===== src/rtl/sram_like_arb_pkg.sv =====
// rtl/sram_like_arb_pkg.sv - shared types and codes for the sram-like bus arbiter
// Purpose: FSM state type, owner encoding and transfer size codes used by
//          sram_like_bus_arbiter and arb_grant_sel.
// Ports:   none (package).
package sram_like_arb_pkg;

  typedef enum logic [1:0] {
    IDLE      = 2'd0,
    WAIT_ADDR = 2'd1,
    WAIT_DATA = 2'd2
  } arb_state_t;

  localparam logic OWN_INST = 1'b0;
  localparam logic OWN_DATA = 1'b1;

  localparam logic [1:0] SIZE_BYTE = 2'd0;
  localparam logic [1:0] SIZE_HALF = 2'd1;
  localparam logic [1:0] SIZE_WORD = 2'd2;

endpackage


===== src/rtl/arb_grant_sel.sv =====
// rtl/arb_grant_sel.sv - combinational grant selection between inst and data masters
// Purpose: picks which master owns the slave port for a new transaction.
//          Macro SRAM_LIKE_ARB_RR_EN: round-robin on simultaneous requests
//          (winner is the master that did not win last). Undefined: data
//          always beats inst.
// Ports:   i_inst_req, i_data_req - master requests
//          i_last                 - owner of the most recently accepted address
//          o_grant                - selected owner (OWN_INST / OWN_DATA)
module arb_grant_sel
  import sram_like_arb_pkg::*;
(
  input  logic i_inst_req,
  input  logic i_data_req,
  input  logic i_last,
  output logic o_grant
);

`ifdef SRAM_LIKE_ARB_RR_EN
  always_comb begin
    o_grant = OWN_DATA;
    if (i_inst_req && i_data_req) begin
      o_grant = (i_last == OWN_INST) ? OWN_DATA : OWN_INST;
    end else if (i_inst_req) begin
      o_grant = OWN_INST;
    end
  end
`else
  // History is irrelevant under fixed priority.
  logic w_unused_last;
  assign w_unused_last = i_last;

  always_comb begin
    o_grant = OWN_DATA;
    if (i_inst_req && !i_data_req) begin
      o_grant = OWN_INST;
    end
  end
`endif

endmodule


===== src/rtl/sram_like_bus_arbiter.sv =====
// rtl/sram_like_bus_arbiter.sv - shares one sram-like slave port between inst and data masters
// Purpose: one transaction in flight at a time; responses are routed only to
//          the owning master. Macro SRAM_LIKE_ARB_RR_EN enables round-robin
//          arbitration on simultaneous requests (default: data over inst).
// Ports:   clk, rst (async, active-low)
//          inst_* / data_* - master side: req, wr, size, addr, wdata in;
//                            addr_ok, data_ok, rdata out
//          s_*             - slave side: req, wr, size, addr, wdata out;
//                            addr_ok, data_ok, rdata in
//          busy            - high while a transaction is past IDLE
module sram_like_bus_arbiter
  import sram_like_arb_pkg::*;
#(
  parameter int AW = 32,
  parameter int DW = 32
) (
  input  logic          clk,
  input  logic          rst,
  input  logic          inst_req,
  input  logic          inst_wr,
  input  logic [1:0]    inst_size,
  input  logic [AW-1:0] inst_addr,
  input  logic [DW-1:0] inst_wdata,
  output logic          inst_addr_ok,
  output logic          inst_data_ok,
  output logic [DW-1:0] inst_rdata,
  input  logic          data_req,
  input  logic          data_wr,
  input  logic [1:0]    data_size,
  input  logic [AW-1:0] data_addr,
  input  logic [DW-1:0] data_wdata,
  output logic          data_addr_ok,
  output logic          data_data_ok,
  output logic [DW-1:0] data_rdata,
  output logic          s_req,
  output logic          s_wr,
  output logic [1:0]    s_size,
  output logic [AW-1:0] s_addr,
  output logic [DW-1:0] s_wdata,
  input  logic          s_addr_ok,
  input  logic          s_data_ok,
  input  logic [DW-1:0] s_rdata,
  output logic          busy
);

  arb_state_t r_state;
  arb_state_t w_state_nxt;
  logic       r_owner;
  logic       w_grant;
  logic       w_last;
  logic       w_sel;
  logic       w_sel_req;
  logic       w_addr_acc;
  logic       w_data_acc;

  arb_grant_sel u_grant_sel (
    .i_inst_req (inst_req),
    .i_data_req (data_req),
    .i_last     (w_last),
    .o_grant    (w_grant)
  );

  // A fresh grant is only taken in IDLE; afterwards the latched owner holds
  // the port so a late request from the other master cannot steal it.
  assign w_sel     = (r_state == IDLE) ? w_grant : r_owner;
  assign w_sel_req = (w_sel == OWN_DATA) ? data_req : inst_req;

  always_comb begin
    w_state_nxt = r_state;
    s_req       = 1'b0;
    w_addr_acc  = 1'b0;
    w_data_acc  = 1'b0;
    case (r_state)
      IDLE, WAIT_ADDR: begin
        if (w_sel_req) begin
          s_req = 1'b1;
          if (s_addr_ok) begin
            w_addr_acc = 1'b1;
            // data_ok only counts together with addr_ok before WAIT_DATA
            if (s_data_ok) begin
              w_data_acc  = 1'b1;
              w_state_nxt = IDLE;
            end else begin
              w_state_nxt = WAIT_DATA;
            end
          end else begin
            w_state_nxt = WAIT_ADDR;
          end
        end else begin
          // Owner withdrew its request before addr_ok: abandon the attempt.
          w_state_nxt = IDLE;
        end
      end
      WAIT_DATA: begin
        if (s_data_ok) begin
          w_data_acc  = 1'b1;
          w_state_nxt = IDLE;
        end
      end
      default: w_state_nxt = IDLE;
    endcase
    // Handshakes are forced low for the whole reset window, not just at the edge.
    if (!rst) begin
      s_req      = 1'b0;
      w_addr_acc = 1'b0;
      w_data_acc = 1'b0;
    end
  end

  always_ff @(posedge clk or negedge rst) begin
    if (!rst) begin
      r_state <= IDLE;
      r_owner <= OWN_DATA;
    end else begin
      r_state <= w_state_nxt;
      if (r_state == IDLE && w_sel_req) begin
        r_owner <= w_grant;
      end
    end
  end

`ifdef SRAM_LIKE_ARB_RR_EN
  logic r_last;
  always_ff @(posedge clk or negedge rst) begin
    if (!rst) begin
      r_last <= OWN_INST;
    end else if (w_addr_acc) begin
      r_last <= w_sel;
    end
  end
  assign w_last = r_last;
`else
  assign w_last = OWN_INST;
`endif

  assign s_wr    = (w_sel == OWN_DATA) ? data_wr    : inst_wr;
  assign s_size  = (w_sel == OWN_DATA) ? data_size  : inst_size;
  assign s_addr  = (w_sel == OWN_DATA) ? data_addr  : inst_addr;
  assign s_wdata = (w_sel == OWN_DATA) ? data_wdata : inst_wdata;

  assign inst_addr_ok = w_addr_acc && (w_sel == OWN_INST);
  assign data_addr_ok = w_addr_acc && (w_sel == OWN_DATA);
  assign inst_data_ok = w_data_acc && (w_sel == OWN_INST);
  assign data_data_ok = w_data_acc && (w_sel == OWN_DATA);

  // Read data is exposed only with the owner's data_ok, zero otherwise.
  assign inst_rdata = inst_data_ok ? s_rdata : '0;
  assign data_rdata = data_data_ok ? s_rdata : '0;

  assign busy = (r_state != IDLE);

endmodule

===== config.mk =====
export PLATFORM = sky130hd
export DESIGN_NAME = sram_like_bus_arbiter
export DESIGN_NICKNAME = d
export VERILOG_FILES = /design/src/rtl/sram_like_arb_pkg.sv /design/src/rtl/arb_grant_sel.sv /design/src/rtl/sram_like_bus_arbiter.sv
export SDC_FILE = /design/constraint.sdc
export NUM_CORES = 1
export LEC_CHECK = 0
export ABC_AREA = 1
export BUFFER_PORTS_ARGS = -buffer_cell sky130_fd_sc_hd__buf_4
export CORE_AREA = 2 2 120 122
export DETAILED_ROUTE_END_ITERATION = 8
export DIE_AREA = 0 0 122 124
export GPL_TIMING_DRIVEN = 1
export SLEW_MARGIN = 20
export SYNTH_ARGS = -nofsm -noshare
export SYNTH_HDL_FRONTEND = slang
export SYNTH_HIERARCHICAL = 1
export SYNTH_SLANG_ARGS = --single-unit

===== constraint.sdc =====
create_clock -name clk -period 3.05 [get_ports clk]
set_input_delay 0.305 -clock clk [delete_from_list [all_inputs] [get_ports clk]]
set_output_delay 0.305 -clock clk [all_outputs]
set_load 0.1 [all_outputs]

==> results.json, run 1 <==
{
  "grt_pass1_wl_mm": 12.84,
  "vias": 3074,
  "dieWidth_microns": 122,
  "synth_warnings": 6,
  "use_met2": 0.2130,
  "numCtsBuffers": 3,
  "grt_antenna_before_repair": 0,
  "root_buffer": "clkbuf_16",
  "place_congestion": 0.7735,
  "critical_path_buf_inv_count": 3,
  "grt_max_degree": 42,
  "start_util": 0.1131,
  "drc": 0,
  "ir_worst_vdd_v": 0.0004806,
  "clock_sinks": 3,
  "cpLargestDelayFamily": "buffers and inverters",
  "status": "finished, final reports clean",
  "worst_pin_slew_ns": 0.4374,
  "p_leak_nw": 2.648,
  "grtUsageTotal": 0.1061,
  "crit_required_ns": 2.74,
  "min_path_type": "input port to flop",
  "grt.busiest_layer": "met2",
  "postSynthAreaPerCell_sq_um": 4.346,
  "vias_per_cell": 3.686,
  "io_buffers": 308,
  "regArea_sq_um": 76.32,
  "fmax_mhz": 380.4,
  "grtUsageMet3": 0.02335,
  "routed_wl_mm": 9.526,
  "skew_ns": 0.00003739,
  "clk_pin_slew_worst_paths_ns": 0.03,
  "slew_violations": 0,
  "synth_cells": 357,
  "crit_chain": "dlygate4sd3_1 > buf_4 > nand2_1 > a21oi_1 > nand3_4 > nor2_1 > buf_4",
  "final_nets": 827,
  "die-area_sq_mm": 0.01513,
  "avgRoutedWirePerCell_microns": 11.42,
  "hold_violations": 0,
  "drive_gt1_frac": 0.5107,
  "powerDensity_mw_per_mm2": 942.7,
  "cts_hold_buf": 1,
  "fin_util": 0.2969,
  "cts_max_path_buffers": 2,
  "cts_tree": "done",
  "io_pins": 309,
  "min_period_ns": 2.629,
  "syn-num-nets": 529,
  "cap_viol_max_count": 0,
  "period_share": 0.8620,
  "cp_max_fo": 33,
  "n_fill_cell": 1596,
  "post_cts_buffers": 0,
  "htree_num_levels": 1,
  "cp.arrival_ns": 2.32,
  "cp-start-kind": "input port",
  "syn2layout_area_growth_pct": 162.6,
  "n_antenna_cell": 0,
  "die_h_microns": 124,
  "dp_hpwl_mm": 8.221,
  "synth_area_sq_mm": 0.001551,
  "critical_path.most_common_cell": "buf_4",
  "critical_path_class": "input port to output pin",
  "postCtsResizedCells": 0,
  "finalSetupTns_ns": 0,
  "drtPass1Iterations": 4,
  "drtAntennaViolNets": 0,
  "fp-row-count": 43,
  "drt_iter0_markers": 39,
  "core_area_sq_mm": 0.01372,
  "slowest_stage": "dlygate4sd3_1",
  "first_global_vias": 2706,
  "grt.overflow.total": 0,
  "clkLatencyLatePin_ns": 0.22,
  "max_stage_delay_ns": 0.53,
  "grt_setup_unrepaired": "false",
  "endpoint_kind": "output pin",
  "relSlewSlack": 0.7080,
  "setup_viol": 0,
  "grt_use_met1": 0.1131,
  "multi_input_comb_area_sq_mm": 0.001175
}
power by group:
| part | internal [W] | switching [W] | total [W] | leakage, nW |
|---|---|---|---|---|
| logic | 0.000693 | 0.00288 | 0.00357 | 2.57 |
| registers | 0.0000561 | 0.00000837 | 0.0000645 | 0.0370 |
| clock network | 0.000172 | 0.0000347 | 0.000207 | 0.0382 |
per-stage QoR:
step | total power, W | hold WS [ns] | instance area, sq um | worst slack [ns] | instances
2_1_floorplan | 0.002866 | 0.009409 | 1556 | -0.1141 | 357
3_3_place_gp | 0.003668 | 0.1102 | 3985 | 0.5389 | 829
3_5_place_dp | 0.003666 | 0.1089 | 3985 | 0.5678 | 829
4_1_cts | 0.003883 | 0.2493 | 4074 | 0.3451 | 834
5_1_grt | 0.003997 | 0.2517 | 4074 | 0.2260 | 834
6_report | 0.003840 | 0.2466 | 4074 | 0.4209 | 834
cell usage in the layout, fill, tap and decap left out:
cell,instances
dlygate4sd3_1,1
dfrtp_1,2
dfstp_2,1
clkbuf_16,3
nand3_1,1
o21ai_0,1
nand3_2,2
clkbuf_1,1
buf_12,1
nor2_1,66
nand2_1,209
nand2_2,4
a21oi_1,2
nor2_2,4
buf_4,311
inv_2,5
nand3_4,2
nand4_1,1
nand2_4,1
inv_1,36
layout make-up:
| class | count | share of cell area |
|---|---|---|
| Clock buffer | 4 | 0.01935 |
| Inverter | 41 | 0.03778 |
| Multi-Input combinational cell | 293 | 0.2884 |
| Sequential cell | 3 | 0.01873 |
| Tap cell | 180 | 0.05528 |
| Timing Repair Buffer | 313 | 0.5805 |
path summary, 6_finish.rpt:
kind | end | cells past startpoint | start | slack [ns]
setup / recovery | inst_rdata[29] | 7 | rst | 0.42
hold / removal | r_state[1]$_DFFE_PN0P_ | 2 | s_data_ok | 0.25
setup reg to reg | r_owner$_DFFE_PN1P_ | 9 | r_state[1]$_DFFE_PN0P_ | 1.81
hold reg to reg | r_owner$_DFFE_PN1P_ | 2 | r_owner$_DFFE_PN1P_ | 0.52
max in group asynchronous | r_owner$_DFFE_PN1P_ | 2 | rst | 2.43
min in group asynchronous | r_state[0]$_DFFE_PN0P_ | 2 | rst | 0.42
metal layers:
layer / part of all wire / wire, microns
met1: 0.35 / 3326
met2: 0.53 / 5014
met3: 0.12 / 1128
met4: 0.0060 / 57
met5: 0 / 0
registers in the layout (all words and copies together), names as in the netlist:
| signal | cells |
|---|---|
| r_owner | 1 |
| r_state | 2 |
No activity file was read; power rests on OpenSTA's default activity.
==> run 2: changes to the inputs <==
--- a/config.mk
+++ b/config.mk
@@ -7,9 +7,9 @@
 export LEC_CHECK = 0
 export ABC_AREA = 1
 export BUFFER_PORTS_ARGS = -buffer_cell sky130_fd_sc_hd__buf_4
-export CORE_AREA = 2 2 120 122
+export CORE_AREA = 2 2 121 123
 export DETAILED_ROUTE_END_ITERATION = 8
-export DIE_AREA = 0 0 122 124
+export DIE_AREA = 0 0 123 125
 export GPL_TIMING_DRIVEN = 1
 export SLEW_MARGIN = 20
 export SYNTH_ARGS = -nofsm -noshare
==> constraint.sdc (replaced) <==
create_clock -name clk -period 2.2 [get_ports clk]
set_input_delay 0.22 -clock clk [delete_from_list [all_inputs] [get_ports clk]]
set_output_delay 0.22 -clock clk [all_outputs]
set_load 0.1 [all_outputs]
==> results.json, run 2 (synthesis results as in run 1) <==
{
  "clock_power_share": 0.049,
  "slowest_stage": "dfrtp_1",
  "io_buffers": 308,
  "n_fill_cell": 1434,
  "cp_max_fo": 7,
  "violations": "setup timing",
  "clkLatencyLatePin_ns": 0.22,
  "grtUsageTotal": 0.1250,
  "root_buffer": "clkbuf_16",
  "worst_pin_slew_ns": 0.3126,
  "largest_register": "r_state",
  "powerDensity_mw_per_mm2": 1015,
  "switching_share": 0.7277,
  "drc": 0,
  "core_area_sq_mm": 0.01420,
  "regArea_sq_um": 76.32,
  "place_ws_ns": 0.1375,
  "avgRoutedWirePerCell_microns": 13.02,
  "dieWidth_microns": 123,
  "layout_common_cells": "buf_4, nand2_1, nor2_4",
  "final_nets": 849,
  "crit_required_ns": 1.98,
  "cpLargestDelayFamily": "simple AND/OR/NAND/NOR gates",
  "drtAntennaViolNets": 0,
  "cts_max_path_buffers": 2,
  "min_path_type": "input port to flop",
  "clk_pin_slew_worst_paths_ns": 0.03,
  "cp.arrival_ns": 2.01,
  "grt_antenna_before_repair": 0,
  "finalPower_w": 0.005882,
  "setup_viol": 9,
  "cp-start-kind": "flop",
  "multi_input_comb_area_sq_mm": 0.001813,
  "final_cells": 860,
  "combPwrFrac": 0.935,
  "p_sw_w": 0.004280,
  "skew_ns": 0.00006301,
  "ir_worst_vdd_v": 0.0007234,
  "clock_sinks": 3,
  "dp.cells": 842,
  "grt_setup_unrepaired": "true",
  "die_h_microns": 125,
  "cap_viol_max_count": 0,
  "vias_per_cell": 3.742,
  "critical_path_class": "flop to output pin",
  "dp_hpwl_mm": 7.982,
  "fmax_mhz": 449.1,
  "drtPass1Iterations": 4,
  "grt.overflow.total": 0,
  "grt_max_degree": 69,
  "slew_violations": 0,
  "drt_iter0_markers": 89,
  "final_common_cell": "buf_4",
  "endpoint_kind": "output pin",
  "max_stage_delay_ns": 0.41,
  "die-area_sq_mm": 0.01538,
  "critical_path.most_common_cell": "nand2_4",
  "io_pins": 309,
  "status": "complete, but fails checks",
  "setup_slack_ns": -0.02689,
  "min_period_ns": 2.227,
  "start_util": 0.1092,
  "numCtsBuffers": 3,
  "cts_tree": "done",
  "place_congestion": 0.7728,
  "routed_wl_mm": 11.20,
  "period_share": 1.012,
  "fp-row-count": 44,
  "largest_reg_flops": 2,
  "drive_gt1_frac": 0.6834,
  "first_global_vias": 3175,
  "seq_power_share": 0.016,
  "grt_pass1_wl_mm": 15.33,
  "crit_chain": "inv_2 > nand2_4 > nand2_2 > nand3_2 > nand2_4 > nand3_4 > nand2_4 > buf_6 > nand3_4 > clkbuf_16 > nor2_4 > buf_12",
  "p_leak_nw": 3.000,
  "syn2layout_area_growth_pct": 273.6,
  "p_int_w": 0.001601,
  "top_regs": "r_state: 2 flops, r_owner: 1 flops",
  "critical_path_buf_inv_count": 4,
  "vias": 3218,
  "hold_violations": 0,
  "relSlewSlack": 0.7910,
  "htree_num_levels": 1,
  "n_antenna_cell": 0
}
-- run 2: worst reg2reg max path: cells and delay by family, from the launching register on --
family / cells / cell delay, ns
compound gates: 1 / 0.16
simple gates: 6 / 0.68
flops: 1 / 0.41
buf+inv: 2 / 0.25
-- run 2: power by group through the flow --
stage,clock (W),combinational [W],sequential [W]
floorplan,0,0.00408,0.0000876
global placement,0,0.00520,0.0000890
detailed placement,0,0.00519,0.0000893
CTS,0.000294,0.00528,0.0000887
global route,0.000303,0.00573,0.0000953
finish,0.000287,0.00550,0.0000950
-- run 2: layout make-up --
type                    instances  share of cell area
clock buffers                   4             0.01360
inverters                      41             0.02655
repair buffers                334              0.5942
flip-flops and latches          3             0.01317
well taps                     184             0.03972
multi-input cells             294              0.3128
-- run 2: per-layer routing --
metal	GRT usage	wire, microns	part of all wire	vias up
li1	-	-	-	1668
met1	0.1324	4001	0.36	1370
met2	0.2437	6088	0.54	166
met3	0.02327	922	0.082	14
met4	0.03743	187	0.017	0
met5	0	0	0	-
-- run 2: final timing paths --
check,from,end,slack [ns],cells after the start
min,s_data_ok,r_state[1]$_DFFE_PN0P_,0.16,2
max in group asynchronous,rst,r_owner$_DFFE_PN1P_,1.59,2
min reg2reg,r_owner$_DFFE_PN1P_,r_owner$_DFFE_PN1P_,0.54,2
max,r_state[0]$_DFFE_PN0P_,inst_rdata[16],-0.03,12
max reg2reg,r_state[1]$_DFFE_PN0P_,r_owner$_DFFE_PN1P_,0.61,9
min in group asynchronous,rst,r_state[0]$_DFFE_PN0P_,0.39,2
-- run 2: metrics by stage --
| stage | hold slack [ns] | utilization | instance area [sq um] | TNS, ns |
|---|---|---|---|---|
| floorplan | -0.07559 | - | 2117 | -0.6414 |
| global placement | 0.02963 | 0.3304 | 4693 | 0 |
| detailed placement | 0.02815 | 0.3304 | 4693 | 0 |
| CTS | 0.1588 | 0.3696 | 5250 | -0.03720 |
| global route | 0.1571 | 0.4081 | 5797 | -3.837 |
| finish | 0.1592 | 0.4081 | 5797 | -0.07989 |
-- run 2: what timing repair did --
item | 4_1_cts | 5_1_grt
setup buffers | 2 | 7
hold endpoints to repair | 3 | 0
pin swaps | 0 | 6
hold buffers | 1 | 0
gates resized for setup | 115 | 92
endpoints found under the setup margin | 62 | 112
gates cloned | 0 | 4
==> run 3: changes to the inputs <==
--- a/config.mk
+++ b/config.mk
@@ -11,6 +11,7 @@
 export DETAILED_ROUTE_END_ITERATION = 8
 export DIE_AREA = 0 0 123 125
 export GPL_TIMING_DRIVEN = 1
+export SETUP_SLACK_MARGIN = 0.4
 export SLEW_MARGIN = 20
 export SYNTH_ARGS = -nofsm -noshare
 export SYNTH_HDL_FRONTEND = slang
==> constraint.sdc (replaced) <==
create_clock -name clk -period 2.2 [get_ports clk]
set_input_delay 0.11 -clock clk [delete_from_list [all_inputs] [get_ports clk]]
set_output_delay 0.11 -clock clk [all_outputs]
set_load 0.1 [all_outputs]
==> results.json, run 3 (synthesis results as in run 1) <==
{
  "finalPower_w": 0.007033,
  "numCtsBuffers": 3,
  "min_period_ns": 2.044,
  "p_sw_w": 0.004604,
  "routed_wl_mm": 12.22,
  "htree_num_levels": 1,
  "avgRoutedWirePerCell_microns": 14.06,
  "io_buffers": 308,
  "largest_reg_flops": 2,
  "grt_max_degree": 31,
  "hold_depth": 2,
  "max_stage_delay_ns": 0.40,
  "slowest_stage": "dfrtp_1",
  "powerDensity_mw_per_mm2": 1023,
  "switching_share": 0.6547,
  "drt_iter0_markers": 49,
  "cts_max_path_buffers": 2,
  "drc": 0,
  "vias": 3448,
  "io_pins": 309,
  "dp_hpwl_mm": 8.256,
  "n_antenna_cell": 0,
  "min_path_type": "input port to flop",
  "syn2layout_area_growth_pct": 342.9,
  "p_leak_nw": 3.352,
  "crit_required_ns": 2.09,
  "critical_path_buf_inv_count": 4,
  "ir_worst_vdd_v": 0.0008539,
  "slew_violations": 0,
  "fp-row-count": 44,
  "cp-start-kind": "flop",
  "cpLargestDelayFamily": "simple AND/OR/NAND/NOR gates",
  "finalSetupTns_ns": 0,
  "die-area_sq_mm": 0.01538,
  "core_area_sq_mm": 0.01420,
  "setup_viol": 0,
  "endpoint_kind": "output pin",
  "r2r_start": "r_state[1]$_DFFE_PN0P_",
  "grt_setup_unrepaired": "true",
  "clock_sinks": 3,
  "first_global_vias": 3719,
  "p_int_w": 0.002428,
  "final_area_sq_mm": 0.006872,
  "vias_per_cell": 3.968,
  "crit_chain": "inv_2 > nand2_8 > nand2_2 > nand3_2 > nand2_2 > nand3_4 > nand2_4 > nand3_4 > buf_6 > clkbuf_16 > nor2_4 > buf_12",
  "die_h_microns": 125,
  "top_regs": "r_state: 2 flops, r_owner: 1 flops",
  "grt_antenna_before_repair": 0,
  "cap_viol_max_count": 0,
  "final_common_cell": "buf_4",
  "drtPass1Iterations": 4,
  "skew_ns": 0.0004230,
  "drive_gt1_frac": 0.7285,
  "grt.overflow.total": 0,
  "root_buffer": "clkbuf_16",
  "combPwrFrac": 0.946,
  "place_congestion": 0.7744,
  "n_fill_cell": 1271,
  "worst_pin_slew_ns": 0.4236,
  "dieWidth_microns": 123,
  "final_nets": 858,
  "start_util": 0.1092,
  "drtAntennaViolNets": 0,
  "ff2ff_path_depth": 8,
  "cts_tree": "done",
  "largest_register": "r_state",
  "layout_common_cells": "buf_4, nand2_1, buf_12",
  "period_share": 0.9290,
  "clkLatencyLatePin_ns": 0.23,
  "critical_path_class": "flop to output pin",
  "cp.arrival_ns": 1.93,
  "seq_power_share": 0.013,
  "clock_power_share": 0.041,
  "placed_cell_area_sq_mm": 0.004925,
  "cp_max_fo": 6,
  "reg2reg_to": "r_owner$_DFFE_PN1P_",
  "final_cells": 869,
  "worstHoldStart": "s_data_ok",
  "fmax_mhz": 489.3,
  "relSlewSlack": 0.7176,
  "grtUsageTotal": 0.1492,
  "grt_pass1_wl_mm": 18.29,
  "status": "finished, final reports clean",
  "clk_pin_slew_worst_paths_ns": 0.03,
  "min_delay_worst_endpoint": "r_state[1]$_DFFE_PN0P_",
  "dp.cells": 838,
  "hold_violations": 0,
  "reg2reg_slack_ns": 0.72
}
## run 3: how the worst max path moves through the flow
stage,start,end,slack [ns],depth (start not counted)
after floorplan,r_state[1]$_DFFE_PN0P_,data_rdata[10],0.14,10
after global placement,r_state[1]$_DFFE_PN0P_,inst_rdata[15],0.24,11
after detailed placement,r_state[1]$_DFFE_PN0P_,inst_rdata[28],0.20,11
after CTS,r_state[0]$_DFFE_PN0P_,inst_rdata[2],0.18,12
after global routing,r_state[0]$_DFFE_PN0P_,inst_rdata[1],0.05,12
final,r_state[1]$_DFFE_PN0P_,inst_rdata[1],0.16,12
## run 3: cell type report
class	count	area, sq um	share of cell area
inverters	41	171.4	0.02495
repair buffers	344	4288	0.6240
multi-input cells	293	2027	0.2950
clock buffers	4	78.83	0.01147
well taps	184	230.2	0.03350
flip-flops and latches	3	76.32	0.01111
## run 3: metal layers
layer / wire (microns) / global-route usage
met1: 3874 / 0.1436
met5: 0 / 0
met4: 276 / 0.03810
met2: 7025 / 0.3058
met3: 1039 / 0.03513
## run 3: timing repair
item,4_1_cts,5_1_grt
endpoints found under the hold margin,3,0
cloned,3,4
pin swaps,6,5
hold buffers,1,0
gates resized for setup,361,17
setup buffers,15,4
setup endpoints to repair,135,136
## run 3: worst register-to-register path: stages, from the launching register on
cell	delay [ns]
dfrtp_1	0.40
nor2_1	0.20
nand2_2	0.11
nand3_2	0.09
nand2_2	0.08
buf_4	0.14
nand2_1	0.14
nor2_1	0.07
o21ai_0	0.17
## run 3: power groups by stage
stage	clock, W	combinational (W)	sequential [W]
CTS	0.000296	0.00656	0.0000901
floorplan	0	0.00431	0.0000876
finish	0.000291	0.00665	0.0000919
global route	0.000302	0.00688	0.0000936
detailed placement	0	0.00538	0.0000897
global placement	0	0.00538	0.0000895
## run 3: stage by stage
step | utilization | hold WS (ns) | setup slack, ns
after floorplan | - | -0.1856 | 0.1385
after global placement | 0.3467 | -0.08550 | 0.2446
after detailed placement | 0.3467 | -0.08644 | 0.2020
after CTS | 0.4704 | 0.04559 | 0.1753
after global routing | 0.4838 | 0.05061 | 0.05102
final | 0.4838 | 0.04594 | 0.1562
